--- src/rtl/cdb_arbiter.sv ---
// Common-data-bus arbiter: one small result FIFO per producer and a
// round-robin pick of up to CDB_PORTS FIFO heads per cycle, broadcast
// from registered outputs.
module cdb_arbiter #(
  parameter int NUM_SRC    = 5,
  parameter int CDB_PORTS  = 2,
  parameter int FIFO_DEPTH = 2,
  parameter int DATA_W     = 32,
  parameter int TAG_W      = 3,
  localparam int SRC_W     = (NUM_SRC > 1) ? $clog2(NUM_SRC) : 1
) (
  input  logic                        clk,
  input  logic                        rst,
  input  logic                        flush,
  input  logic [NUM_SRC-1:0]          src_valid,
  input  logic [NUM_SRC*TAG_W-1:0]    src_tag,
  input  logic [NUM_SRC*DATA_W-1:0]   src_data,
  output logic [NUM_SRC-1:0]          src_ready,
  output logic [CDB_PORTS-1:0]        cdb_valid,
  output logic [CDB_PORTS*TAG_W-1:0]  cdb_tag,
  output logic [CDB_PORTS*DATA_W-1:0] cdb_data,
  output logic [CDB_PORTS*SRC_W-1:0]  cdb_src,
  output logic                        dup_tag_err
);

  localparam int AW    = (FIFO_DEPTH > 1) ? $clog2(FIFO_DEPTH) : 1;
  localparam int PTR_W = $clog2(FIFO_DEPTH) + 1;

  // Storage slot addressed by a circular pointer (extra MSB is the wrap bit).
  function automatic logic [AW-1:0] slot(input logic [PTR_W-1:0] p);
    if (FIFO_DEPTH == 1) return '0;
    return AW'(p);
  endfunction

  logic [TAG_W-1:0]  tag_mem  [NUM_SRC][FIFO_DEPTH];
  logic [DATA_W-1:0] data_mem [NUM_SRC][FIFO_DEPTH];
  logic [PTR_W-1:0]  wptr     [NUM_SRC];
  logic [PTR_W-1:0]  rptr     [NUM_SRC];
  logic [PTR_W-1:0]  count    [NUM_SRC];
  logic [TAG_W-1:0]  head_tag [NUM_SRC];
  logic [DATA_W-1:0] head_data[NUM_SRC];
  logic [NUM_SRC-1:0] empty;
  logic [NUM_SRC-1:0] push;
  logic [NUM_SRC-1:0] grant;

  logic [SRC_W-1:0]     rr_ptr;
  logic [SRC_W-1:0]     rr_next;
  logic [SRC_W-1:0]     last_sel;
  logic [SRC_W-1:0]     s;
  logic                 found;
  logic [SRC_W-1:0]     sel [CDB_PORTS];
  logic [CDB_PORTS-1:0] port_vld;
  logic                 dup_now;

  // FIFO occupancy and head entries
  always_comb begin
    for (int unsigned i = 0; i < NUM_SRC; i++) begin
      count[i]     = wptr[i] - rptr[i];
      empty[i]     = (count[i] == '0);
      head_tag[i]  = tag_mem[i][slot(rptr[i])];
      head_data[i] = data_mem[i][slot(rptr[i])];
    end
  end

  // Round-robin pick: port p takes the p-th non-empty source found scanning from rr_ptr
  always_comb begin
    grant    = '0;
    port_vld = '0;
    last_sel = rr_ptr;
    s        = '0;
    found    = 1'b0;
    for (int unsigned p = 0; p < CDB_PORTS; p++) begin
      sel[p] = '0;
      found  = 1'b0;
      for (int unsigned k = 0; k < NUM_SRC; k++) begin
        s = SRC_W'((32'(rr_ptr) + k) % NUM_SRC);
        if (!found && !empty[s] && !grant[s]) begin
          found    = 1'b1;
          grant[s] = 1'b1;
          sel[p]   = s;
          last_sel = s;
        end
      end
      port_vld[p] = found;
    end
    rr_next = (last_sel == SRC_W'(NUM_SRC - 1)) ? '0 : last_sel + SRC_W'(1);
  end

  // Accept handshake; a granted full FIFO frees its head slot this cycle
  always_comb begin
    for (int unsigned i = 0; i < NUM_SRC; i++) begin
      src_ready[i] = !rst && !flush && ((count[i] < PTR_W'(FIFO_DEPTH)) || grant[i]);
      push[i]      = src_valid[i] && src_ready[i];
    end
  end

  // Detect equal tags among the ports about to be broadcast
  always_comb begin
    dup_now = 1'b0;
    for (int unsigned p = 0; p < CDB_PORTS; p++) begin
      for (int unsigned q = p + 1; q < CDB_PORTS; q++) begin
        if (port_vld[p] && port_vld[q] && (head_tag[sel[p]] == head_tag[sel[q]]))
          dup_now = 1'b1;
      end
    end
  end

  // FIFO pointers and round-robin pointer; flush overrides push/pop
  always_ff @(posedge clk or posedge rst) begin
    if (rst) begin
      for (int unsigned i = 0; i < NUM_SRC; i++) begin
        wptr[i] <= '0;
        rptr[i] <= '0;
      end
      rr_ptr <= '0;
    end else if (flush) begin
      for (int unsigned i = 0; i < NUM_SRC; i++) begin
        wptr[i] <= '0;
        rptr[i] <= '0;
      end
      rr_ptr <= '0;
    end else begin
      for (int unsigned i = 0; i < NUM_SRC; i++) begin
        if (push[i])  wptr[i] <= wptr[i] + PTR_W'(1);
        if (grant[i]) rptr[i] <= rptr[i] + PTR_W'(1);
      end
      if (|grant) rr_ptr <= rr_next;
    end
  end

  // FIFO storage writes (no reset needed; occupancy is tracked by the pointers)
  always_ff @(posedge clk) begin
    for (int unsigned i = 0; i < NUM_SRC; i++) begin
      if (push[i]) begin
        tag_mem[i][slot(wptr[i])]  <= src_tag[i*TAG_W +: TAG_W];
        data_mem[i][slot(wptr[i])] <= src_data[i*DATA_W +: DATA_W];
      end
    end
  end

  // Registered broadcast; idle ports keep their last tag/data/src
  always_ff @(posedge clk or posedge rst) begin
    if (rst) begin
      cdb_valid   <= '0;
      cdb_tag     <= '0;
      cdb_data    <= '0;
      cdb_src     <= '0;
      dup_tag_err <= 1'b0;
    end else if (flush) begin
      cdb_valid <= '0;
    end else begin
      cdb_valid <= port_vld;
      for (int unsigned p = 0; p < CDB_PORTS; p++) begin
        if (port_vld[p]) begin
          cdb_tag[p*TAG_W +: TAG_W]    <= head_tag[sel[p]];
          cdb_data[p*DATA_W +: DATA_W] <= head_data[sel[p]];
          cdb_src[p*SRC_W +: SRC_W]    <= sel[p];
        end
      end
      if (dup_now) dup_tag_err <= 1'b1;
    end
  end

endmodule
--- config.mk ---
export PLATFORM = sky130hd
export DESIGN_NAME = cdb_arbiter
export DESIGN_NICKNAME = d
export VERILOG_FILES = /design/src/rtl/cdb_arbiter.sv
export SDC_FILE = /design/constraint.sdc
export NUM_CORES = 1
export LEC_CHECK = 0
export ABC_CLOCK_PERIOD_IN_PS = 10400
export BUFFER_PORTS_ARGS = -buffer_cell sky130_fd_sc_hd__buf_2
export CORE_MARGIN = 5
export CORE_UTILIZATION = 40
export CTS_CLUSTER_DIAMETER = 80
export CTS_CLUSTER_SIZE = 14
export DETAILED_ROUTE_END_ITERATION = 10
export RECOVER_POWER = 50
export SYNTH_ARGS = -nofsm -noshare
export SYNTH_HDL_FRONTEND = slang
export SYNTH_SLANG_ARGS = --single-unit
export TNS_END_PERCENT = 1
--- constraint.sdc ---
create_clock -name clk -period 10.4 [get_ports clk]
set_input_delay 1.04 -clock clk [delete_from_list [all_inputs] [get_ports clk]]
set_output_delay 1.04 -clock clk [all_outputs]
set_load 0.01 [all_outputs]
==> results of run 1 <==
cells in the mapped netlist, types with 4 or more instances:
| library cell | n | share of area [%] |
|---|---|---|
| o22ai_1 | 12 | 0.33 |
| and3_1 | 7 | 0.19 |
| nor3_1 | 18 | 0.40 |
| inv_1 | 38 | 0.63 |
| mux2i_1 | 173 | 7.7 |
| nand3b_1 | 5 | 0.17 |
| nor2b_1 | 10 | 0.28 |
| nor2_1 | 214 | 3.6 |
| nand4_1 | 7 | 0.19 |
| a21oi_1 | 172 | 3.8 |
| nor3b_1 | 4 | 0.13 |
| buf_2 | 27 | 0.60 |
| a31oi_1 | 9 | 0.25 |
| a211oi_1 | 11 | 0.37 |
| buf_1 | 15 | 0.25 |
| mux2_2 | 105 | 5.2 |
| dfrtp_1 | 102 | 11 |
| xor2_1 | 9 | 0.35 |
| clkbuf_1 | 67 | 1.1 |
| nand3_1 | 31 | 0.69 |
| buf_4 | 4 | 0.13 |
| o31ai_1 | 6 | 0.20 |
| o21ai_1 | 6 | 0.13 |
| a22oi_1 | 6 | 0.20 |
| nand2_1 | 132 | 2.2 |
| o21ai_0 | 101 | 2.2 |
| and2_1 | 13 | 0.36 |
| nand2b_1 | 12 | 0.33 |
| xnor2_1 | 20 | 0.78 |
| ha_1 | 26 | 1.4 |
| o21a_1 | 12 | 0.40 |
| edfxtp_1 | 350 | 47 |
| or3_1 | 6 | 0.17 |
| a32oi_1 | 5 | 0.19 |
| a21o_1 | 5 | 0.17 |
| xnor3_1 | 5 | 0.50 |
| o221ai_1 | 6 | 0.23 |
| o211ai_1 | 59 | 2.0 |
placed cells by master (no fill, tap or decap), types with 7 or more instances in the layout:
cell and count:
nor2_1 208, buf_4 28, mux2i_1 173, dfrtp_1 97
clkbuf_16 41, buf_12 7, nor2b_1 10, o21ai_0 101
mux2_2 105, a211oi_1 11, edfxtp_1 350, o21a_1 11
inv_1 34, diode_2 9, nor3_1 18, nand2b_1 12
nand4_1 7, nand2_1 131, nand3_1 30, xnor2_1 20
ha_1 26, o22ai_1 12, a31oi_1 7, o211ai_1 59
xor2_1 9, and2_1 13, a21oi_1 172, buf_2 66
clkbuf_1 227
flip-flops by register name, summed over array words and instances (netlist names):
register	count
dup_tag_err	1
tag_mem	30
cdb_data	64
rptr	10
wptr	10
cdb_tag	6
data_mem	320
cdb_valid	2
cdb_src	6
rr_ptr	3
cell type report:
type                       count  area, µm²  area share (%)
sequential                   452      13100            50.8
clock inverter                 3       30.0           0.117
antenna                        9       22.5          0.0875
inverter                      40        151           0.589
clock buffer                  67       1120            4.37
timing repair buffer         302       1440            5.58
tap                          756        946            3.68
multi-input combinational   1288       8950            34.8
path summary, 6_finish.rpt:
check / startpoint / endpoint / slack [ns] / cells past startpoint
setup / recovery: rr_ptr[1]$_DFFE_PP0P_ / src_ready[3] / 0.65 / 27
hold / removal: cdb_src[2]$_DFFE_PP0P_ / cdb_src[2]$_DFFE_PP0P_ / 0.53 / 2
setup reg to reg: rr_ptr[1]$_DFFE_PP0P_ / data_mem[0][234]$_DFFE_PP_ / 1.21 / 28
hold reg to reg: cdb_src[2]$_DFFE_PP0P_ / cdb_src[2]$_DFFE_PP0P_ / 0.53 / 2
max in group asynchronous: rst / rptr[2]$_DFFE_PP0P_ / 4.45 / 3
min in group asynchronous: rst / rptr[5]$_DFFE_PP0P_ / 1.02 / 2
worst max-delay path, stage by stage (launching register included):
cell	delay (ns)
dfrtp_1	0.37
inv_1	0.29
ha_1	0.48
inv_1	0.13
ha_1	0.45
inv_1	0.18
ha_1	0.25
nor3_1	0.24
o21ai_0	0.15
and2_1	0.24
inv_1	0.09
ha_1	0.23
nand2_1	0.09
o31ai_1	0.28
o21ai_1	0.23
o221ai_1	0.38
a22oi_1	0.27
buf_4	0.24
a311oi_1	0.71
o21a_1	0.35
and4_1	0.27
a2bb2oi_1	0.38
nor2b_1	0.49
a221oi_2	0.18
o21bai_4	0.35
o221ai_1	0.27
o21a_1	0.36
buf_2	0.18
routing by layer:
layer	GRT usage (%)	vias to the layer above
met3	4.40	123
li1	-	7528
met4	7.78	10
met1	30.7	8355
met2	38.2	681
met5	0	-
cell families (layout without fill, tap and decap cells):
group,after synthesis,after routing,synth area share (%)
AO/OA/AOI/OAI,471,471,13.4
AND/OR/NAND/NOR,469,469,9.11
XOR/XNOR,37,37,1.84
adder cells (fa/ha/maj),26,26,1.44
flip-flops,452,452,57.9
other,0,9,0
buffers and inverters,155,412,2.86
multiplexers,285,285,13.4
stage by stage:
| step | hold WS (ns) | worst slack, ns | cells | util [%] | instance area, µm² |
|---|---|---|---|---|---|
| after detailed placement | 0.515 | 1.39 | 2838 | 44.2 | 24800 |
| final | 0.532 | 0.654 | 2917 | 45.8 | 25700 |
| after CTS | 0.537 | 0.730 | 2908 | 46.2 | 26000 |
| after global routing | 0.572 | 0.148 | 2910 | 45.8 | 25700 |
| after global placement | 0.511 | 1.53 | 2838 | 44.2 | 24800 |
| after floorplan | 0.503 | 1.71 | 1895 | - | 22500 |
==> metrics, run 1 <==
outcome=complete, but fails checks; failing checks=capacitance limit, slew limit; Post-CTS Setup Inserts=0; EDFF count, synth=350; core area=0.0562 mm²; vias post-DR=16,700; fmax=between 100 and 150 MHz; Die ar.=just over 0.06 mm²; minimum clock period after layout=9.75 ns; Synth cell types=90; register area share after synthesis=approximately 58%; Slew Viols, Final=roughly 110; RSZ-0062 raised after global routing=false; area added between synthesis and finish=14.1%; crit end category=output pin; Port Buffers=266; kind of critical path=register to output pin; DRC=0; final net count=approximately 2,300; post-route ant nets=0; Mapped Area=around 0.023 mm²; CTS Buf Count=39; Root Buffer=clkbuf_16; DP Wirelength=between 50,000 and 60,000 µm; #FFs+latches synth=about 450; Hold WC Path Type=register to register; Fin Setup TNS=0 ns; CP required=~9.4 ns; post-cts sizing count=0; initial drt markers=1,513; final hold vios=0; GPL Wtd Cong=just under 1; Worst Tran Pin Value=4.08 ns; Ports=approximately 270; clock sink count=approximately 450; Clock Latency Late Sink=roughly 0.56 ns; Initial Utilization=about two fifths; Metal-1 WL=30,200 µm; normalized max-slew margin=-172%; Syn Inst Count=1,895; CTS tree=done; num rows=87; initial antenna violation count=16; Critical Path Source Type=register; Die Span Y=247 µm; fillcell total=roughly 5,300; Clock Tree Buf Depth=3; crit path max fanout=12; Worst EP arrival=8.71 ns; met3 wire len=approximately 5400 µm; Max Cap Viol=2; layout cells sized above 1=14.6%; gr ovfl total=0; first-pass GRT wire length=106,000 µm; WL final=between 70,000 and 80,000 µm; Synth Warn #=0; Routed met2 length=about 35,000 µm; largest net degree at the start of global routing=95; top routing layer in use=met5; hold_buf cts=0; Mapped Nets=2,104; Top FF cell, synth=edfxtp_1; via/cell ratio=approximately 5.7; Die Width=between 200 and 250 µm; ys async rst share=22.6%; syn_area_per_cell=around 12 µm²; Layout Skew=approximately 0.018 ns; H-tree levels=2; post-route clock period utilization=93.7%; Pre-antenna DRT Iters=7; vias in the first global route=approximately 16,000; Tot GR Track Use=between 20% and 30%; Worst-path clk slew=~0.07 ns; Routed wire per std cell=about 25 µm; Setup-failing EPs final=0
Power of run 1 is not shown: default switching activity piles up to over one toggle a cycle in this logic, so the estimate is an artifact.
==> inputs of run 2 (changes only) <==
--- a/config.mk
+++ b/config.mk
@@ -7,11 +7,14 @@
 export LEC_CHECK = 0
 export ABC_CLOCK_PERIOD_IN_PS = 10400
 export BUFFER_PORTS_ARGS = -buffer_cell sky130_fd_sc_hd__buf_2
+export CELL_PAD_IN_SITES_DETAIL_PLACEMENT = 0
+export CELL_PAD_IN_SITES_GLOBAL_PLACEMENT = 1
 export CORE_MARGIN = 5
 export CORE_UTILIZATION = 40
 export CTS_CLUSTER_DIAMETER = 80
 export CTS_CLUSTER_SIZE = 14
 export DETAILED_ROUTE_END_ITERATION = 10
+export PLACE_DENSITY_LB_ADDON = 0.1
 export RECOVER_POWER = 50
 export SYNTH_ARGS = -nofsm -noshare
 export SYNTH_HDL_FRONTEND = slang
==> run 2 against run 1 <==
The flow still finishes with violations (capacitance limit, slew limit). Setup slack improved by 0.21 ns. Fmax rose by 2.2%. Utilization rose by 0.24 points. First-iteration DRC count fell by 13%. Count of clock-buffer cells in the layout fell by 1. Critical endpoint is now src_ready[4].
==> metrics, run 2 (synthesis results as in run 1) <==
CP required=9.36 ns (about the same); Setup-failing EPs final=0 (unchanged); vias post-DR=16,400 (-1.8%); Clock Latency Late Sink=0.59 ns (+0.03 ns); H-tree levels=2 (unchanged); Die Width=247 µm (unchanged); most frequent cells in the layout=edfxtp_1, clkbuf_1, nor2_1, mux2i_1, a21oi_1; Routed wire per std cell=26.2 µm (+4.8%); clock sink count=452 (unchanged); normalized max-slew margin=-104% (+68 points); Ports=267 (unchanged); largest net degree at the start of global routing=65 (-32%); area added between synthesis and finish=14.7%; max reg flops=320 (unchanged); DP Wirelength=52,300 µm (+2.6%); most common cell after layout, fill and taps aside=edfxtp_1; final hold vios=0 (unchanged); CTS tree=done; Pre-antenna DRT Iters=5 (-2); layout cells sized above 1=15.4% (+0.83 points); core area=0.0562 mm² (unchanged); fmax=105 MHz (+2.2%); RSZ-0062 raised after global routing=false; GPL Wtd Cong=0.949 (-3.5%); Fin Setup TNS=0 ns (unchanged); DRC=0 (unchanged); Max Cap Viol=2 (unchanged); kind of critical path=register to output pin; gr ovfl total=0 (unchanged); CTS Buf Count=39 (unchanged); Tot GR Track Use=24.5% (+1.4 points); vias in the first global route=16,700 (+2.1%); Slew Viols, Final=105 (unchanged); CP max stage delay=0.78 ns (+0.07 ns); post-route ant nets=0 (unchanged); Root Buffer=clkbuf_16; initial drt markers=1,317 (-13%); Clock Tree Buf Depth=3 (unchanged); final net count=2,338 (+0.26%); post-cts sizing count=0 (unchanged); Critical Path Source Type=register; failing checks=capacitance limit, slew limit; Initial Utilization=40.1% (unchanged); via/cell ratio=5.62 (-1.8%); WL final=76,400 µm (+4.8%); Layout Skew=0.0309 ns (+0.0130 ns); minimum clock period after layout=9.54 ns (-0.210 ns); fillcell total=5,358 (+1.4%); first-pass GRT wire length=111,000 µm (+5.1%); Worst EP arrival=8.50 ns (-0.21 ns); number of cells after detailed placement=2,844 (+0.21%); hold_buf cts=0 (unchanged); Port Buffers=266 (unchanged); num rows=87 (unchanged); Worst Tran Pin Value=3.06 ns (-1.02 ns); Die ar.=0.0612 mm² (unchanged); initial antenna violation count=1 (-15); Die Span Y=247 µm (unchanged); # diodes=0 (-9); Post-CTS Setup Inserts=0 (unchanged); post-route clock period utilization=91.7% (-2.0 points); Worst-path clk slew=0.07 ns (about the same); Worst path slowest cell=dfrtp_1; crit end category=output pin; Hold WC Path Type=register to register; outcome=complete, but fails checks; Cell Count, Final, Fillers Out=2,916 (-0.034%); crit path max fanout=19 (+7)
[run 2: cell types whose count changed in the layout (fill, tap and decap cells not counted), sizes merged]
cell      change
diode         -9
clkbuf       -12
buf          +17
clkinvlp      -1
clkinv        +4
[run 2: worst paths after layout]
kind                                              from                 endpoint  slack [ns]  depth (start not counted)
worst max-delay path             rr_ptr[1]$_DFFE_PP0P_             src_ready[4]        0.86                         28
worst min-delay path            cdb_src[2]$_DFFE_PP0P_   cdb_src[2]$_DFFE_PP0P_        0.53                          2
worst max register to register   rr_ptr[1]$_DFFE_PP0P_  dup_tag_err$_DFFE_PP0P_        1.60                         31
worst min register to register  cdb_src[2]$_DFFE_PP0P_   cdb_src[2]$_DFFE_PP0P_        0.53                          2
max in group asynchronous                          rst      rptr[4]$_DFFE_PP0P_        4.99                          3
min in group asynchronous                          rst    rr_ptr[1]$_DFFE_PP0P_        1.31                          2
[run 2: critical path, delay by kind of cell (launching register included)]
kind / cells / cell delay, ns
flip-flops: 1 / 0.78
multiplexers: 1 / 0.40
AND/OR/NAND/NOR: 7 / 1.47
buffers and inverters: 7 / 1.32
AO/OA/AOI/OAI: 9 / 2.73
adder cells (fa/ha/maj): 4 / 1.20
[run 2: metrics by stage]
step	hold WS [ns]	instance area (µm²)	util [%]	worst slack (ns)
2_1_floorplan	0.503	22500	-	1.71
3_3_place_gp	0.509	24900	44.3	1.84
3_5_place_dp	0.514	24900	44.3	1.55
4_1_cts	0.527	26100	46.5	0.925
5_1_grt	0.563	25900	46.0	0.321
6_report	0.527	25900	46.0	0.864
[run 2: cell type report]
type	instances	area, µm²	area share [%]
sequential	452	13100	50.5
clock inverter	6	96.3	0.373
timing repair buffer	308	1560	6.02
clock buffer	66	1100	4.24
multi-input combinational	1288	8940	34.6
tap	756	946	3.66
inverter	40	151	0.585
[run 2: layer usage]
layer  share of wire (%)  track usage [%]  wire [µm]  up-vias
met4                 2.9             7.15       2250        2
met2                  49             42.0      37700      502
li1                    -                -          -     7534
met3                 4.8             3.04       3680      100
met1                  43             32.8      32800     8253
met5               0.020                0         15        -
Power of run 2 is left out for the same reason.
==> inputs of run 3 (changes only) <==
==> constraint.sdc (replaced) <==
create_clock -name clk -period 10.4 [get_ports clk]
set_input_delay 3.12 -clock clk [delete_from_list [all_inputs] [get_ports clk]]
set_output_delay 3.12 -clock clk [all_outputs]
set_load 0.01 [all_outputs]
==> run 3 against run 2 <==
Flip-flop and latch count stayed put. Critical path type unchanged. Sequential share of layout area hardly changed. Final area hardly changed. Largest cell class unchanged. Fmax is 4.6% lower. Non-clock buffer count is 21 higher. Hold slack worse by 0.020 ns. Via count is 1.0% higher. Utilization hardly changed. The flow still finishes with violations (capacitance limit, slew limit). First-iteration DRC count is 15% higher. Critical path depth is 1 lower. Setup slack worse by 0.46 ns.
==> metrics, run 3 (synthesis results as in run 1) <==
R2R cell count=33 (+6.5%); H-tree levels=2 (unchanged); Die Width=247 µm (unchanged); layout cells sized above 1=16.4% (+1.0 points); via/cell ratio=5.63 (+0.12%); Hold WC Path Type=register to register; max reg flops=320 (unchanged); WHS Path Cells=2 (unchanged); Max Cap Viol=2 (unchanged); minimum clock period after layout=9.99 ns (+0.455 ns); fmax=100 MHz (-4.6%); kind of critical path=register to output pin; Top Family by Delay on Critical Path=compound AO/OA/AOI/OAI gates; Worst R2R Start=rr_ptr[1]$_DFFE_PP0P_; core area=0.0562 mm² (unchanged); Setup-failing EPs final=0 (unchanged); CP max stage delay=0.44 ns (-0.34 ns); origin of the worst setup path=rr_ptr[1]$_DFFE_PP0P_; final net count=2,359 (+0.90%); Worst-path clk slew=0.07 ns (about the same); DRC=0 (unchanged); Fin Setup TNS=0 ns (unchanged); worst-case hold path end point=dup_tag_err$_DFFE_PP0P_; clock sink count=452 (unchanged); failing checks=capacitance limit, slew limit; Slew Viols, Final=92 (-12%); CP required=7.28 ns (-2.08 ns); Layout Skew=0.0239 ns (-0.00699 ns); min-delay src=dup_tag_err$_DFFE_PP0P_; initial antenna violation count=14 (+13); Worst Path Buf+Inv=6 (-1); final hold vios=0 (unchanged); most frequent cells in the layout=edfxtp_1, clkbuf_1, nor2_1, mux2i_1, a21oi_1; Root Buffer=clkbuf_16; Port Buffers=266 (unchanged); Routed wire per std cell=26.1 µm (-0.58%); most common cell after layout, fill and taps aside=edfxtp_1; Clock Tree Buf Depth=3 (unchanged); initial drt markers=1,509 (+15%); outcome=complete, but fails checks; DP Wirelength=51,400 µm (-1.7%); Pre-antenna DRT Iters=5 (unchanged); largest net degree at the start of global routing=85 (+31%); CTS Buf Count=39 (unchanged); GR Layer Usage met1=33.1% (+0.33 points); area added between synthesis and finish=14.8% (about the same); first-pass GRT wire length=110,000 µm (-0.87%); WL final=76,700 µm (+0.34%); gr ovfl total=0 (unchanged); Worst Tran Pin Value=3.27 ns (+0.209 ns); Clock Latency Late Sink=0.58 ns (about the same); RSZ-0062 raised after global routing=false; post-route clock period utilization=96.1% (+4.4 points); Critical Path Source Type=register; Tot GR Track Use=24.3% (-0.13 points); Die ar.=0.0612 mm² (unchanged); RR Endpoint=cdb_data[58]$_DFFE_PP0P_; crit end category=output pin; grt met2 use=40.4% (-1.6 points); Reg2Reg Setup Slack=2.33 ns (+0.73 ns); Worst EP arrival=6.87 ns (-1.63 ns); grt peak-use layer=met2; vias in the first global route=16,100 (-3.3%); GPL Wtd Cong=0.953 (+0.46%); Worst path slowest cell=or3_4; CTS tree=done; crit path max fanout=11 (-8); post-route ant nets=0 (unchanged); normalized max-slew margin=-118% (-14 points); num rows=87 (unchanged); Ports=267 (unchanged); GR met3 Demand/Resource=4.21% (+1.2 points); vias post-DR=16,600 (+1.0%); Die Span Y=247 µm (unchanged); Initial Utilization=40.1% (unchanged); most frequent cell on the critical path=ha_1
## run 3: changes by cell type in the layout (fill, tap and decap cells not counted), sizes merged
cell | previous run | this run
buf | 118 | 138
diode | 0 | 6
clkbuf | 256 | 257
## run 3: worst max path at each step
stage	cells past startpoint	slack [ns]	to
after global routing	27	0.04	src_ready[4]
after floorplan	29	0.62	src_ready[3]
after CTS	27	0.13	src_ready[4]
after detailed placement	27	0.78	src_ready[4]
after global placement	26	0.89	src_ready[4]
final	27	0.41	src_ready[4]
## run 3: worst register-to-register path: cells and delay by family (launching register included)
kind	cells	cell delay (ns)
flip-flops	1	0.39
adder cells (fa/ha/maj)	4	1.04
AND/OR/NAND/NOR	8	1.23
multiplexers	2	0.59
buffers and inverters	9	2.39
AO/OA/AOI/OAI	10	2.36
## run 3: area by class of cell
class | count | area (µm²)
Timing Repair Buffer | 329 | 1560
Clock buffer | 66 | 1080
Sequential cell | 452 | 13100
Multi-Input combinational cell | 1288 | 8980
Tap cell | 756 | 946
Fill cell | 5360 | 30300
Antenna cell | 6 | 15.0
Clock inverter | 6 | 85.1
Inverter | 40 | 151
## run 3: routing by layer
| layer | up-vias | wire, µm |
|---|---|---|
| li1 | 7581 | - |
| met5 | - | 93 |
| met1 | 8324 | 33200 |
| met3 | 122 | 4360 |
| met2 | 519 | 36900 |
| met4 | 16 | 2180 |
## run 3: timing repair
item / 4_1_cts / 5_1_grt
endpoints found under the setup margin: 0 / 4
hold buffers: 0 / 0
gates resized for setup: 0 / 9
buffers inserted: 0 / 0
## run 3: through the flow
step	utilization, %	setup WS [ns]	hold WS (ns)	instance area (µm²)	instances
final	46.1	0.408	0.507	25900	2943
after floorplan	-	0.617	0.503	22500	1895
after global placement	44.4	0.892	0.494	24900	2865
after global routing	46.1	0.0420	0.523	25900	2940
after detailed placement	44.4	0.778	0.502	24900	2865
after CTS	46.4	0.134	0.517	26100	2937
Power of run 3 is left out for the same reason.
